## src/rtl/sorter_pkg.sv

```systemverilog
// Shared types and helpers for the perceptron sorter front/back-end.
package sorter_pkg;

    localparam int unsigned WIDTH = 8;

    typedef enum logic [1:0] {
        StCollect,
        StSettle,
        StHold
    } state_e;

    // Number of set bits in a frame, 0..8.
    function automatic logic [3:0] popcount(input logic [WIDTH-1:0] v);
        logic [3:0] cnt;
        cnt = 4'd0;
        for (int i = 0; i < WIDTH; i++) begin
            cnt = cnt + 4'(v[i]);
        end
        return cnt;
    endfunction

    // Ideal sorted result: the lowest 'count' bits set.
    function automatic logic [WIDTH-1:0] thermometer(input logic [3:0] count);
        logic [WIDTH-1:0] t;
        for (int i = 0; i < WIDTH; i++) begin
            t[i] = (4'(i) < count);
        end
        return t;
    endfunction

endpackage

```

## src/rtl/sorter_result_check.sv

```systemverilog
// Combinational checker: flags a sorter output that is not the ideal thermometer code.
module sorter_result_check
    import sorter_pkg::*;
(
    input  logic [WIDTH-1:0] sort_inp,
    input  logic [WIDTH-1:0] sort_out,
    output logic             mismatch
);

    logic [WIDTH-1:0] expected;

    // Expected vector from the popcount of the frame under test.
    always_comb begin
        expected = thermometer(popcount(sort_inp));
        mismatch = (sort_out != expected);
    end

endmodule

```

## src/rtl/sorter_frame_loader.sv

```systemverilog
// Assembles serial bits into frames for the sorter, samples its output after a
// settle time and offers the checked result on a valid/ready handshake.
module sorter_frame_loader #(
    parameter int unsigned WIDTH         = 8,
    parameter int unsigned SETTLE_CYCLES = 2
) (
    input  logic             clk,
    input  logic             rst,
    input  logic             bit_in,
    input  logic             bit_valid,
    output logic             bit_ready,
    output logic [WIDTH-1:0] sort_inp,
    input  logic [WIDTH-1:0] sort_out,
    output logic [WIDTH-1:0] res_data,
    output logic             res_err,
    output logic             res_valid,
    input  logic             res_ready,
    output logic [7:0]       err_count
);

    import sorter_pkg::*;

    state_e           state_q, state_d;
    logic [2:0]       bit_idx_q, bit_idx_d;
    logic [WIDTH-1:0] shift_q, shift_d;
    logic [WIDTH-1:0] sort_inp_q, sort_inp_d;
    logic [3:0]       settle_q, settle_d;
    logic [WIDTH-1:0] res_data_q, res_data_d;
    logic             res_err_q, res_err_d;
    logic             res_valid_q, res_valid_d;
    logic [7:0]       err_count_q, err_count_d;
    logic             mismatch;

    sorter_result_check u_check (
        .sort_inp (sort_inp_q),
        .sort_out (sort_out),
        .mismatch (mismatch)
    );

    // Next-state logic for collection, settle countdown and result hold.
    always_comb begin
        state_d     = state_q;
        bit_idx_d   = bit_idx_q;
        shift_d     = shift_q;
        sort_inp_d  = sort_inp_q;
        settle_d    = settle_q;
        res_data_d  = res_data_q;
        res_err_d   = res_err_q;
        res_valid_d = res_valid_q;
        err_count_d = err_count_q;
        unique case (state_q)
            StCollect: begin
                if (bit_valid) begin
                    shift_d[bit_idx_q] = bit_in;
                    bit_idx_d          = bit_idx_q + 3'd1;
                    if (bit_idx_q == 3'd7) begin
                        // shift_d already holds the 8th bit here
                        sort_inp_d = shift_d;
                        bit_idx_d  = 3'd0;
                        settle_d   = 4'(SETTLE_CYCLES - 1);
                        state_d    = StSettle;
                    end
                end
            end
            StSettle: begin
                settle_d = settle_q - 4'd1;
                if (settle_q == 4'd0) begin
                    settle_d    = 4'd0;
                    res_data_d  = sort_out;
                    res_err_d   = mismatch;
                    res_valid_d = 1'b1;
                    if (mismatch && (err_count_q != 8'hFF)) begin
                        err_count_d = err_count_q + 8'd1;
                    end
                    state_d = StHold;
                end
            end
            StHold: begin
                if (res_ready) begin
                    res_valid_d = 1'b0;
                    state_d     = StCollect;
                end
            end
            default: state_d = StCollect;
        endcase
    end

    // State and datapath registers.
    always_ff @(posedge clk or posedge rst) begin
        if (rst) begin
            state_q     <= StCollect;
            bit_idx_q   <= 3'd0;
            shift_q     <= '0;
            sort_inp_q  <= '0;
            settle_q    <= 4'd0;
            res_data_q  <= '0;
            res_err_q   <= 1'b0;
            res_valid_q <= 1'b0;
            err_count_q <= 8'd0;
        end else begin
            state_q     <= state_d;
            bit_idx_q   <= bit_idx_d;
            shift_q     <= shift_d;
            sort_inp_q  <= sort_inp_d;
            settle_q    <= settle_d;
            res_data_q  <= res_data_d;
            res_err_q   <= res_err_d;
            res_valid_q <= res_valid_d;
            err_count_q <= err_count_d;
        end
    end

    assign bit_ready = (state_q == StCollect);
    assign sort_inp  = sort_inp_q;
    assign res_data  = res_data_q;
    assign res_err   = res_err_q;
    assign res_valid = res_valid_q;
    assign err_count = err_count_q;

endmodule

```

## config.mk

```make
export PLATFORM = sky130hd
export DESIGN_NAME = sorter_frame_loader
export DESIGN_NICKNAME = d
export VERILOG_FILES = /design/src/rtl/sorter_pkg.sv /design/src/rtl/sorter_result_check.sv /design/src/rtl/sorter_frame_loader.sv
export SDC_FILE = /design/constraint.sdc
export NUM_CORES = 1
export LEC_CHECK = 0
export ABC_AREA = 1
export CAP_MARGIN = 10
export CORE_ASPECT_RATIO = 0.7
export CORE_MARGIN = 1
export CORE_UTILIZATION = 26
export DETAILED_ROUTE_END_ITERATION = 6
export DONT_BUFFER_PORTS = 1
export SYNTH_ARGS = -nofsm -noshare
export SYNTH_HDL_FRONTEND = slang
export SYNTH_SLANG_ARGS = --single-unit
export TNS_END_PERCENT = 50
```

## constraint.sdc

```tcl
create_clock -name clk -period 9.4 [get_ports clk]
set_input_delay 1.88 -clock clk [delete_from_list [all_inputs] [get_ports clk]]
set_output_delay 1.88 -clock clk [all_outputs]
set_load 0.02 [all_outputs]
```

==> results of run 1 <==
==> power by group <==
| group | total [mW] | internal [mW] | switching [mW] |
|---|---|---|---|
| registers | 0.369 | 0.257 | 0.112 |
| clock network | 0.200 | 0.132 | 0.0681 |
| logic | 0.544 | 0.209 | 0.335 |
==> per-stage QoR <==
step	instances	setup WS (ns)	util, %
floorplan	298	5.86	-
global placement	419	5.65	28.3
detailed placement	419	5.56	28.3
CTS	427	5.54	30.2
global route	427	5.33	30.2
finish	427	5.57	30.2
==> tightest hold or removal path, delay by kind of cell, from the launching register on <==
kind,cells,cell delay [ns]
flip-flops,1,0.35
AND/OR/NAND/NOR,2,0.11
==> state kept, by name (all words and copies together), names as in the netlist <==
signal	flops
res_valid	1
err_count	8
bit_idx_q	3
sort_inp	8
res_err	1
shift_q	8
res_data	8
state_q	2
settle_q	4
==> cells by family (layout without fill, tap and decap cells) <==
logic type	Yosys count	count (layout)	synth area share, %
AOI/OAI and AO/OA	38	38	8.24
xor gates and xnor gates	8	8	2.88
and+or+nand+nor	150	150	29.8
DFF	43	43	44.3
adders and majority gates	11	11	6.90
buffers and inverters	48	53	7.88
==> final cells by class <==
| type | instances | share of cell area [%] |
|---|---|---|
| clock inverters | 2 | 1.28 |
| clock buffers | 6 | 5.07 |
| flip-flops and latches | 43 | 39.3 |
| repair buffers | 1 | 0.274 |
| inverters | 44 | 6.03 |
| multi-input cells | 207 | 42.4 |
| well taps | 124 | 5.66 |
==> cell usage in the layout (no fill, tap or decap), drive strengths merged, types with 2 or more instances in the layout <==
| cell | instances |
|---|---|
| nor3 | 2 |
| clkbuf | 6 |
| xor2 | 5 |
| ha | 7 |
| a21oi | 6 |
| nand4 | 11 |
| nor2 | 11 |
| xnor2 | 3 |
| dfrtp | 43 |
| fa | 4 |
| inv | 42 |
| o22ai | 3 |
| nand3 | 31 |
| o21ai | 26 |
| clkinv | 3 |
| nand2 | 93 |
==> per-layer routing <==
layer	wire length, µm	GRT usage [%]
met4	34	2.45
met2	2200	17.2
met1	2610	15.8
met3	396	4.12
met5	0	0
==> worst min path at each step <==
stage	from	endpoint	slack, ns	cells past startpoint
4_1_cts	shift_q[7]	shift_q[7]	0.49	2
6_report	shift_q[6]	shift_q[6]	0.49	2
2_1_floorplan	shift_q[3]	shift_q[3]	0.45	2
5_1_grt	state_q[0]	state_q[1]	0.50	1
3_5_place_dp	shift_q[7]	shift_q[7]	0.47	2
3_3_place_gp	state_q[0]	state_q[1]	0.46	1
==> impl_results.html, run 1 <==
<table>
<tr><th>Metric</th><th>Value</th></tr>
<tr><th colspan="2">Run status</th></tr>
<tr><td>Status</td><td>finished, final reports clean</td></tr>
<tr><th colspan="2">Drt</th></tr>
<tr><td>Post-detailed-route count of antenna-violating nets</td><td>0</td></tr>
<tr><td>Routed WL per cell</td><td>12.3 µm</td></tr>
<tr><td>Number of remaining DRC errors</td><td>0</td></tr>
<tr><td>Via count</td><td>1,897</td></tr>
<tr><td>Mean number of vias per cell</td><td>4.44</td></tr>
<tr><td>Count of TritonRoute iterations in the first routing pass</td><td>4</td></tr>
<tr><td>Violation count after the first detailed-route iteration</td><td>167</td></tr>
<tr><td>Total Wirelength</td><td>5.24 mm</td></tr>
<tr><th colspan="2">Setup path</th></tr>
<tr><td>Worst path bufs/invs</td><td>2</td></tr>
<tr><td>Crit-path cells</td><td>ha_1 -&gt; inv_1 -&gt; fa_1 -&gt; fa_1 -&gt; fa_1 -&gt; fa_1 -&gt; nand2_1 -&gt; nand3_1 -&gt; nand2_1 -&gt; nand2_1 -&gt; nand2_1 -&gt; inv_2 -&gt; nand2_2 -&gt; nor2_2 -&gt; nand2_4 -&gt; nand3_4 -&gt; nand2_1 -&gt; nand2_1</td></tr>
<tr><td>Stages on the worst setup path</td><td>18</td></tr>
<tr><td>Most common cell type on the critical path</td><td>sky130_fd_sc_hd__nand2_1</td></tr>
<tr><td>Kind of cell with the highest combined delay on the critical path</td><td>adder cells</td></tr>
<tr><td>Worst Setup Start Kind</td><td>flop</td></tr>
<tr><td>Worst Reg2Reg Path Length in Cells</td><td>18</td></tr>
<tr><td>Critical Path Start</td><td>sort_inp[0]</td></tr>
<tr><td>Slowest stage cell, crit path</td><td>sky130_fd_sc_hd__fa_1</td></tr>
<tr><td>Critical path endpoint category</td><td>flop</td></tr>
<tr><td>Worst R2R End</td><td>err_count[4]</td></tr>
<tr><td>Kind of critical path</td><td>flop to flop</td></tr>
<tr><td>Worst endpoint required time</td><td>9.61 ns</td></tr>
<tr><td>Max incr delay on CP</td><td>0.60 ns</td></tr>
<tr><td>Data arrival at the endpoint of the critical path</td><td>4.04 ns</td></tr>
<tr><td>Critical path capture point</td><td>err_count[4]</td></tr>
<tr><td>Largest fanout on the critical path</td><td>10</td></tr>
<tr><td>Internal reg-to-reg setup slack</td><td>5.57 ns</td></tr>
<tr><td>Reg-to-reg critical path startpoint</td><td>sort_inp[0]</td></tr>
<tr><th colspan="2">Synthesis</th></tr>
<tr><td>Count of different cell masters after synthesis</td><td>31</td></tr>
<tr><td>Synth Cell Area</td><td>2430 µm²</td></tr>
<tr><td>Number of synthesized register bits</td><td>43</td></tr>
<tr><td>Ys flop type</td><td>sky130_fd_sc_hd__dfrtp_1</td></tr>
<tr><td>Share of flip-flops with an asynchronous set or reset after synthesis</td><td>100%</td></tr>
<tr><td>Top cell type's share of synthesized area</td><td>44.3%</td></tr>
<tr><td>Ranking of synthesized cells by area</td><td>sky130_fd_sc_hd__dfrtp_1 (44%), sky130_fd_sc_hd__nand2_1 (13%), sky130_fd_sc_hd__inv_1 (5.9%)</td></tr>
<tr><td>Synthesis warning total</td><td>0</td></tr>
<tr><td>Syn_area_per_cell</td><td>8.15 µm²</td></tr>
<tr><td>Library cell with the largest summed area after synthesis</td><td>sky130_fd_sc_hd__dfrtp_1</td></tr>
<tr><td>Top cells by instance count after synthesis</td><td>sky130_fd_sc_hd__nand2_1 (86), sky130_fd_sc_hd__dfrtp_1 (43), sky130_fd_sc_hd__inv_1 (38)</td></tr>
<tr><td>Sequential fraction of the synthesis area</td><td>44.3%</td></tr>
<tr><td>Post-Syn Nets</td><td>322</td></tr>
<tr><td>Most frequent cell after synthesis</td><td>sky130_fd_sc_hd__nand2_1</td></tr>
<tr><td>Cells after synthesis</td><td>298</td></tr>
<tr><td>Number of flops mapped to enable cells by yosys</td><td>0</td></tr>
<tr><th colspan="2">Clocking</th></tr>
<tr><td>Post_cts resized</td><td>0</td></tr>
<tr><td>H-tree level count</td><td>2</td></tr>
<tr><td>Root buf cell</td><td>sky130_fd_sc_hd__clkbuf_16</td></tr>
<tr><td>CTS clk-pin slew, worst paths</td><td>0.06 ns</td></tr>
<tr><td>Clk buf depth</td><td>2</td></tr>
<tr><td>Number of buffers inserted by hold repair at cts</td><td>0</td></tr>
<tr><td>Total clock buffers created by CTS</td><td>5</td></tr>
<tr><td>Clock latency at the later pin of the worst-skew pair</td><td>0.28 ns</td></tr>
<tr><td>Post-CTS setup buffers</td><td>0</td></tr>
<tr><td>TritonCTS clock tree</td><td>built</td></tr>
<tr><td>Clk sinks</td><td>43</td></tr>
<tr><th colspan="2">Floorplan</th></tr>
<tr><td>Number of standard-cell rows in the floorplan</td><td>29</td></tr>
<tr><td>Y dimension of the die</td><td>82.9 µm</td></tr>
<tr><td>Starting utilization of the core area</td><td>26.8%</td></tr>
<tr><td>Die width</td><td>118 µm</td></tr>
<tr><td>Area of the die</td><td>9740 µm²</td></tr>
<tr><td>Ports placed on the boundary</td><td>40</td></tr>
<tr><td>Total core area</td><td>9070 µm²</td></tr>
<tr><th colspan="2">Finish</th></tr>
<tr><td>ANT cells</td><td>0</td></tr>
<tr><td>Post-layout net count</td><td>326</td></tr>
<tr><td>Fill count</td><td>964</td></tr>
<tr><td>Area growth from synthesis to final layout</td><td>12.8%</td></tr>
<tr><td>Fraction of final layout cells sized beyond drive strength 1</td><td>9.90%</td></tr>
<tr><td>Final Instance Area</td><td>2740 µm²</td></tr>
<tr><td>Register area</td><td>1080 µm²</td></tr>
<tr><td>Area of the multi-input gates</td><td>1160 µm²</td></tr>
<tr><th colspan="2">Timing</th></tr>
<tr><td>Final setup skew</td><td>0.00516 ns</td></tr>
<tr><td>Total negative slack for setup checks</td><td>0 ns</td></tr>
<tr><td>Fin. Hold Viols</td><td>0</td></tr>
<tr><td>RSZ-0062 raised after global routing</td><td>false</td></tr>
<tr><td>Worst hold slack</td><td>0.487 ns</td></tr>
<tr><td>Achievable frequency</td><td>261 MHz</td></tr>
<tr><td>Fin crit period</td><td>3.83 ns</td></tr>
<tr><td>Slew of the pin with the lowest slew margin</td><td>0.553 ns</td></tr>
<tr><td>Headroom to the max-slew limit</td><td>63.2%</td></tr>
<tr><td>Total of endpoints with negative setup slack in the final report</td><td>0</td></tr>
<tr><td>Final slew viol count</td><td>0</td></tr>
<tr><td>Post-route fraction of the period consumed by the critical path</td><td>40.7%</td></tr>
<tr><th colspan="2">Placement</th></tr>
<tr><td>Post-DP HPWL</td><td>3.99 mm</td></tr>
<tr><td>Placed Area</td><td>2570 µm²</td></tr>
<tr><td>Routability Congestion</td><td>0.843</td></tr>
<tr><td>Buffers added on ports</td><td>0</td></tr>
<tr><th colspan="2">Run</th></tr>
<tr><td>Max-Cap Viols</td><td>0</td></tr>
<tr><th colspan="2">GRT</th></tr>
<tr><td>Initial antenna violation count</td><td>0</td></tr>
<tr><td>Pin count of the biggest net entering global routing</td><td>44</td></tr>
<tr><td>Overflow left after global routing</td><td>0</td></tr>
<tr><td>First-pass GRT wire length</td><td>9.05 mm</td></tr>
<tr><td>Vias in the first global route</td><td>1,884</td></tr>
<tr><td>Total global-route track usage</td><td>11.4%</td></tr>
<tr><th colspan="2">Power and ir drop</th></tr>
<tr><td>Tot Pwr</td><td>1.11 mW</td></tr>
<tr><td>Leakage power</td><td>1.37 nW</td></tr>
<tr><td>Highest ir drop seen on vdd</td><td>0.106 mV</td></tr>
<tr><td>Power per unit of standard cell area</td><td>406 nW/µm²</td></tr>
<tr><th colspan="2">Min path</th></tr>
<tr><td>Path class of the lowest-slack min-delay path</td><td>flop to flop</td></tr>
</table>
(Power assumes the default switching activity.)
==> run 2: changes to the inputs <==
Clock period 9.4 ns to 3.2 ns, I/O delays scaled along.
==> run 2 against run 1 <==
  * The run now ends with setup timing left
  * Sequential power grew to 2.8 times the previous value
  * Worst hold slack lost 0.15 ns
  * Register-to-register slack lost 6.0 ns
  * Highest routed layer unchanged
==> impl_results.html, run 2 (same netlist as run 1, synthesis figures left out) <==
<table>
<tr><th>Metric</th><th>Value</th></tr>
<tr><th colspan="2">Placement</th></tr>
<tr><td>Buffers added on ports</td><td>0 (unchanged)</td></tr>
<tr><td>Post-Place Cells</td><td>428 (+2.1%)</td></tr>
<tr><td>Post-DP HPWL</td><td>4.18 mm (+4.8%)</td></tr>
<tr><td>Routability Congestion</td><td>0.802 (-4.9%)</td></tr>
<tr><td>Placed Area</td><td>2640 µm² (+2.8%)</td></tr>
<tr><th colspan="2">Timing</th></tr>
<tr><td>Final slew viol count</td><td>0 (unchanged)</td></tr>
<tr><td>RSZ-0062 raised after global routing</td><td>true</td></tr>
<tr><td>Fin. Hold Viols</td><td>0 (unchanged)</td></tr>
<tr><td>Post-route worst setup slack</td><td>-0.423 ns (-5.99 ns)</td></tr>
<tr><td>Headroom to the max-slew limit</td><td>35.4% (-28 points)</td></tr>
<tr><td>Slew of the pin with the lowest slew margin</td><td>0.962 ns (+0.410 ns)</td></tr>
<tr><td>Final setup skew</td><td>0.00750 ns (+0.00233 ns)</td></tr>
<tr><td>Fin crit period</td><td>3.62 ns (-0.206 ns)</td></tr>
<tr><td>Total of endpoints with negative setup slack in the final report</td><td>9 (+9)</td></tr>
<tr><td>Worst hold slack</td><td>0.342 ns (-0.145 ns)</td></tr>
<tr><td>Post-route fraction of the period consumed by the critical path</td><td>113% (+72 points)</td></tr>
<tr><td>Achievable frequency</td><td>276 MHz (+5.7%)</td></tr>
<tr><th colspan="2">Run status</th></tr>
<tr><td>Status</td><td>finished, violations left</td></tr>
<tr><td>Failing checks</td><td>setup timing</td></tr>
<tr><th colspan="2">Finish</th></tr>
<tr><td>Fraction of final layout cells sized beyond drive strength 1</td><td>16.8% (+6.9 points)</td></tr>
<tr><td>Most frequent cells in the layout</td><td>sky130_fd_sc_hd__nand2_1 (84), sky130_fd_sc_hd__dfrtp_1 (41), sky130_fd_sc_hd__inv_1 (34)</td></tr>
<tr><td>Area of the multi-input gates</td><td>1210 µm² (+4.2%)</td></tr>
<tr><td>Area growth from synthesis to final layout</td><td>18.0%</td></tr>
<tr><td>ANT cells</td><td>0 (unchanged)</td></tr>
<tr><td>Fill count</td><td>977 (+1.3%)</td></tr>
<tr><td>Final cell count without fillers</td><td>439 (+2.8%)</td></tr>
<tr><td>Register area</td><td>1080 µm² (+0.23%)</td></tr>
<tr><td>Most common cell after layout, fill and taps aside</td><td>sky130_fd_sc_hd__nand2_1</td></tr>
<tr><td>Post-layout net count</td><td>338 (+3.7%)</td></tr>
<tr><td>Final Instance Area</td><td>2870 µm² (+4.6%)</td></tr>
<tr><th colspan="2">Power and ir drop</th></tr>
<tr><td>Leakage power</td><td>1.42 nW (+4.0%)</td></tr>
<tr><td>Power per unit of standard cell area</td><td>1260 nW/µm² (+210%)</td></tr>
<tr><td>Highest ir drop seen on vdd</td><td>0.407 mV (+280%)</td></tr>
<tr><td>Tot Pwr</td><td>3.63 mW (+230%)</td></tr>
<tr><th colspan="2">GRT</th></tr>
<tr><td>Vias in the first global route</td><td>2,000 (+6.2%)</td></tr>
<tr><td>Total global-route track usage</td><td>12.6% (+1.1 points)</td></tr>
<tr><td>Pin count of the biggest net entering global routing</td><td>27 (-39%)</td></tr>
<tr><td>First-pass GRT wire length</td><td>10.0 mm (+11%)</td></tr>
<tr><td>Initial antenna violation count</td><td>0 (unchanged)</td></tr>
<tr><td>Overflow left after global routing</td><td>0 (unchanged)</td></tr>
<tr><th colspan="2">Setup path</th></tr>
<tr><td>Crit-path cells</td><td>ha_4 -&gt; inv_2 -&gt; fa_1 -&gt; fa_1 -&gt; fa_2 -&gt; fa_2 -&gt; nand2_2 -&gt; nand3_2 -&gt; nand2_1 -&gt; nand2_1 -&gt; nand2_1 -&gt; inv_2 -&gt; nand2_2 -&gt; nor2_4 -&gt; nand2_4 -&gt; nand3_4 -&gt; nand2_2 -&gt; nand2_1</td></tr>
<tr><td>Kind of cell with the highest combined delay on the critical path</td><td>adder cells</td></tr>
<tr><td>Data arrival at the endpoint of the critical path</td><td>3.84 ns (-0.20 ns)</td></tr>
<tr><td>Worst path bufs/invs</td><td>2 (unchanged)</td></tr>
<tr><td>Largest fanout on the critical path</td><td>8 (-2)</td></tr>
<tr><td>Slowest stage cell, crit path</td><td>sky130_fd_sc_hd__fa_2</td></tr>
<tr><td>Most common cell type on the critical path</td><td>sky130_fd_sc_hd__nand2_1</td></tr>
<tr><td>Worst endpoint required time</td><td>3.42 ns (-6.19 ns)</td></tr>
<tr><td>Kind of critical path</td><td>flop to flop</td></tr>
<tr><td>Max incr delay on CP</td><td>0.58 ns (-0.02 ns)</td></tr>
<tr><td>Critical path endpoint category</td><td>flop</td></tr>
<tr><td>Worst Setup Start Kind</td><td>flop</td></tr>
<tr><th colspan="2">Floorplan</th></tr>
<tr><td>Y dimension of the die</td><td>82.9 µm (unchanged)</td></tr>
<tr><td>Starting utilization of the core area</td><td>26.8% (unchanged)</td></tr>
<tr><td>Total core area</td><td>9070 µm² (unchanged)</td></tr>
<tr><td>Ports placed on the boundary</td><td>40 (unchanged)</td></tr>
<tr><td>Number of standard-cell rows in the floorplan</td><td>29 (unchanged)</td></tr>
<tr><td>Die width</td><td>118 µm (unchanged)</td></tr>
<tr><td>Area of the die</td><td>9740 µm² (unchanged)</td></tr>
<tr><th colspan="2">Clocking</th></tr>
<tr><td>CTS clk-pin slew, worst paths</td><td>0.07 ns (about the same)</td></tr>
<tr><td>Clk sinks</td><td>43 (unchanged)</td></tr>
<tr><td>TritonCTS clock tree</td><td>built</td></tr>
<tr><td>Total clock buffers created by CTS</td><td>5 (unchanged)</td></tr>
<tr><td>Root buf cell</td><td>sky130_fd_sc_hd__clkbuf_16</td></tr>
<tr><td>Number of buffers inserted by hold repair at cts</td><td>0 (unchanged)</td></tr>
<tr><td>H-tree level count</td><td>2 (unchanged)</td></tr>
<tr><td>Clock latency at the later pin of the worst-skew pair</td><td>0.28 ns (about the same)</td></tr>
<tr><td>Clk buf depth</td><td>2 (unchanged)</td></tr>
<tr><th colspan="2">Drt</th></tr>
<tr><td>Total Wirelength</td><td>5.74 mm (+9.5%)</td></tr>
<tr><td>Mean number of vias per cell</td><td>4.53 (+2.0%)</td></tr>
<tr><td>Number of remaining DRC errors</td><td>0 (unchanged)</td></tr>
<tr><td>Routed WL per cell</td><td>13.1 µm (+6.5%)</td></tr>
<tr><td>Via count</td><td>1,990 (+4.9%)</td></tr>
<tr><td>Violation count after the first detailed-route iteration</td><td>119 (-29%)</td></tr>
<tr><td>Post-detailed-route count of antenna-violating nets</td><td>0 (unchanged)</td></tr>
<tr><td>Count of TritonRoute iterations in the first routing pass</td><td>4 (unchanged)</td></tr>
<tr><th colspan="2">Min path</th></tr>
<tr><td>Path class of the lowest-slack min-delay path</td><td>input pin to asynchronous set/reset pin</td></tr>
<tr><th colspan="2">Run</th></tr>
<tr><td>Max-Cap Viols</td><td>0 (unchanged)</td></tr>
</table>
-- run 2: cell count changes in the layout (fill, tap and decap cells not counted), moves of 2 or more --
cell	previous run	this run
sky130_fd_sc_hd__fa_2	0	2
sky130_fd_sc_hd__nand2_2	4	6
sky130_fd_sc_hd__nand3_1	26	24
sky130_fd_sc_hd__dfrtp_2	0	2
sky130_fd_sc_hd__nand3_2	4	6
sky130_fd_sc_hd__inv_1	37	34
sky130_fd_sc_hd__fa_1	4	2
sky130_fd_sc_hd__dfrtp_1	43	41
sky130_fd_sc_hd__nand2_1	86	84
sky130_fd_sc_hd__buf_4	1	12
sky130_fd_sc_hd__inv_2	5	8
-- run 2: worst reg2reg max path, stage by stage (launching register included) --
cell and delay, ns:
sky130_fd_sc_hd__dfrtp_2 0.44, sky130_fd_sc_hd__ha_4 0.27, sky130_fd_sc_hd__inv_2 0.03, sky130_fd_sc_hd__fa_1 0.49, sky130_fd_sc_hd__fa_1 0.43, sky130_fd_sc_hd__fa_2 0.37, sky130_fd_sc_hd__fa_2 0.58, sky130_fd_sc_hd__nand2_2 0.09
sky130_fd_sc_hd__nand3_2 0.08, sky130_fd_sc_hd__nand2_1 0.05, sky130_fd_sc_hd__nand2_1 0.07, sky130_fd_sc_hd__nand2_1 0.06, sky130_fd_sc_hd__inv_2 0.05, sky130_fd_sc_hd__nand2_2 0.06, sky130_fd_sc_hd__nor2_4 0.14, sky130_fd_sc_hd__nand2_4 0.10
sky130_fd_sc_hd__nand3_4 0.11, sky130_fd_sc_hd__nand2_2 0.07, sky130_fd_sc_hd__nand2_1 0.08
-- run 2: where the power goes --
group	internal, mW	switching [mW]	total, mW
sequential	0.757	0.288	1.05
clock	0.369	0.215	0.584
combinational	0.825	1.17	2.00
total	1.95	1.67	3.63
-- run 2: per-layer routing --
metal / routed length, µm / vias to the layer above / global-route usage, % / part of all wire, %
li1: - / 997 / - / -
met1: 3000 / 956 / 18.3 / 52
met2: 2450 / 35 / 18.9 / 43
met3: 261 / 2 / 2.82 / 4.5
met4: 29 / 0 / 2.80 / 0.51
met5: 0 / - / 0 / 0
-- run 2: metrics by stage --
stage                     setup WS (ns)  utilization [%]  setup TNS [ns]
after floorplan                  -0.269                -           -2.35
after global placement           -0.352             29.1           -3.00
after detailed placement         -0.404             29.1           -3.49
after CTS                        -0.362             31.5           -3.16
after global routing             -0.599             31.6           -5.14
final                            -0.423             31.6           -3.54
-- run 2: path summary, 6_finish.rpt --
path	start	slack, ns	to	cells after the start
setup / recovery	sort_inp[0]	-0.42	err_count[3]	18
hold / removal	rst	0.34	state_q[1]	1
setup reg to reg	sort_inp[0]	-0.42	err_count[3]	18
hold reg to reg	state_q[0]	0.47	state_q[1]	1
max in group asynchronous	rst	2.14	res_data[5]	2
min in group clk	res_ready	0.44	state_q[1]	1
-- run 2: cell type report --
cell class	instances	area share [%]
Inverter	44	5.76
Multi-Input combinational cell	208	42.3
Tap cell	124	5.41
Timing Repair Buffer	12	3.14
Clock buffer	6	4.50
Clock inverter	2	1.31
Sequential cell	43	37.6
-- run 2: timing repair --
action                     4_1_cts  5_1_grt
gates resized for setup          7        4
cloned                           1        0
setup endpoints to repair        9        9
pin swaps                        7        4
buffers inserted                 2        0
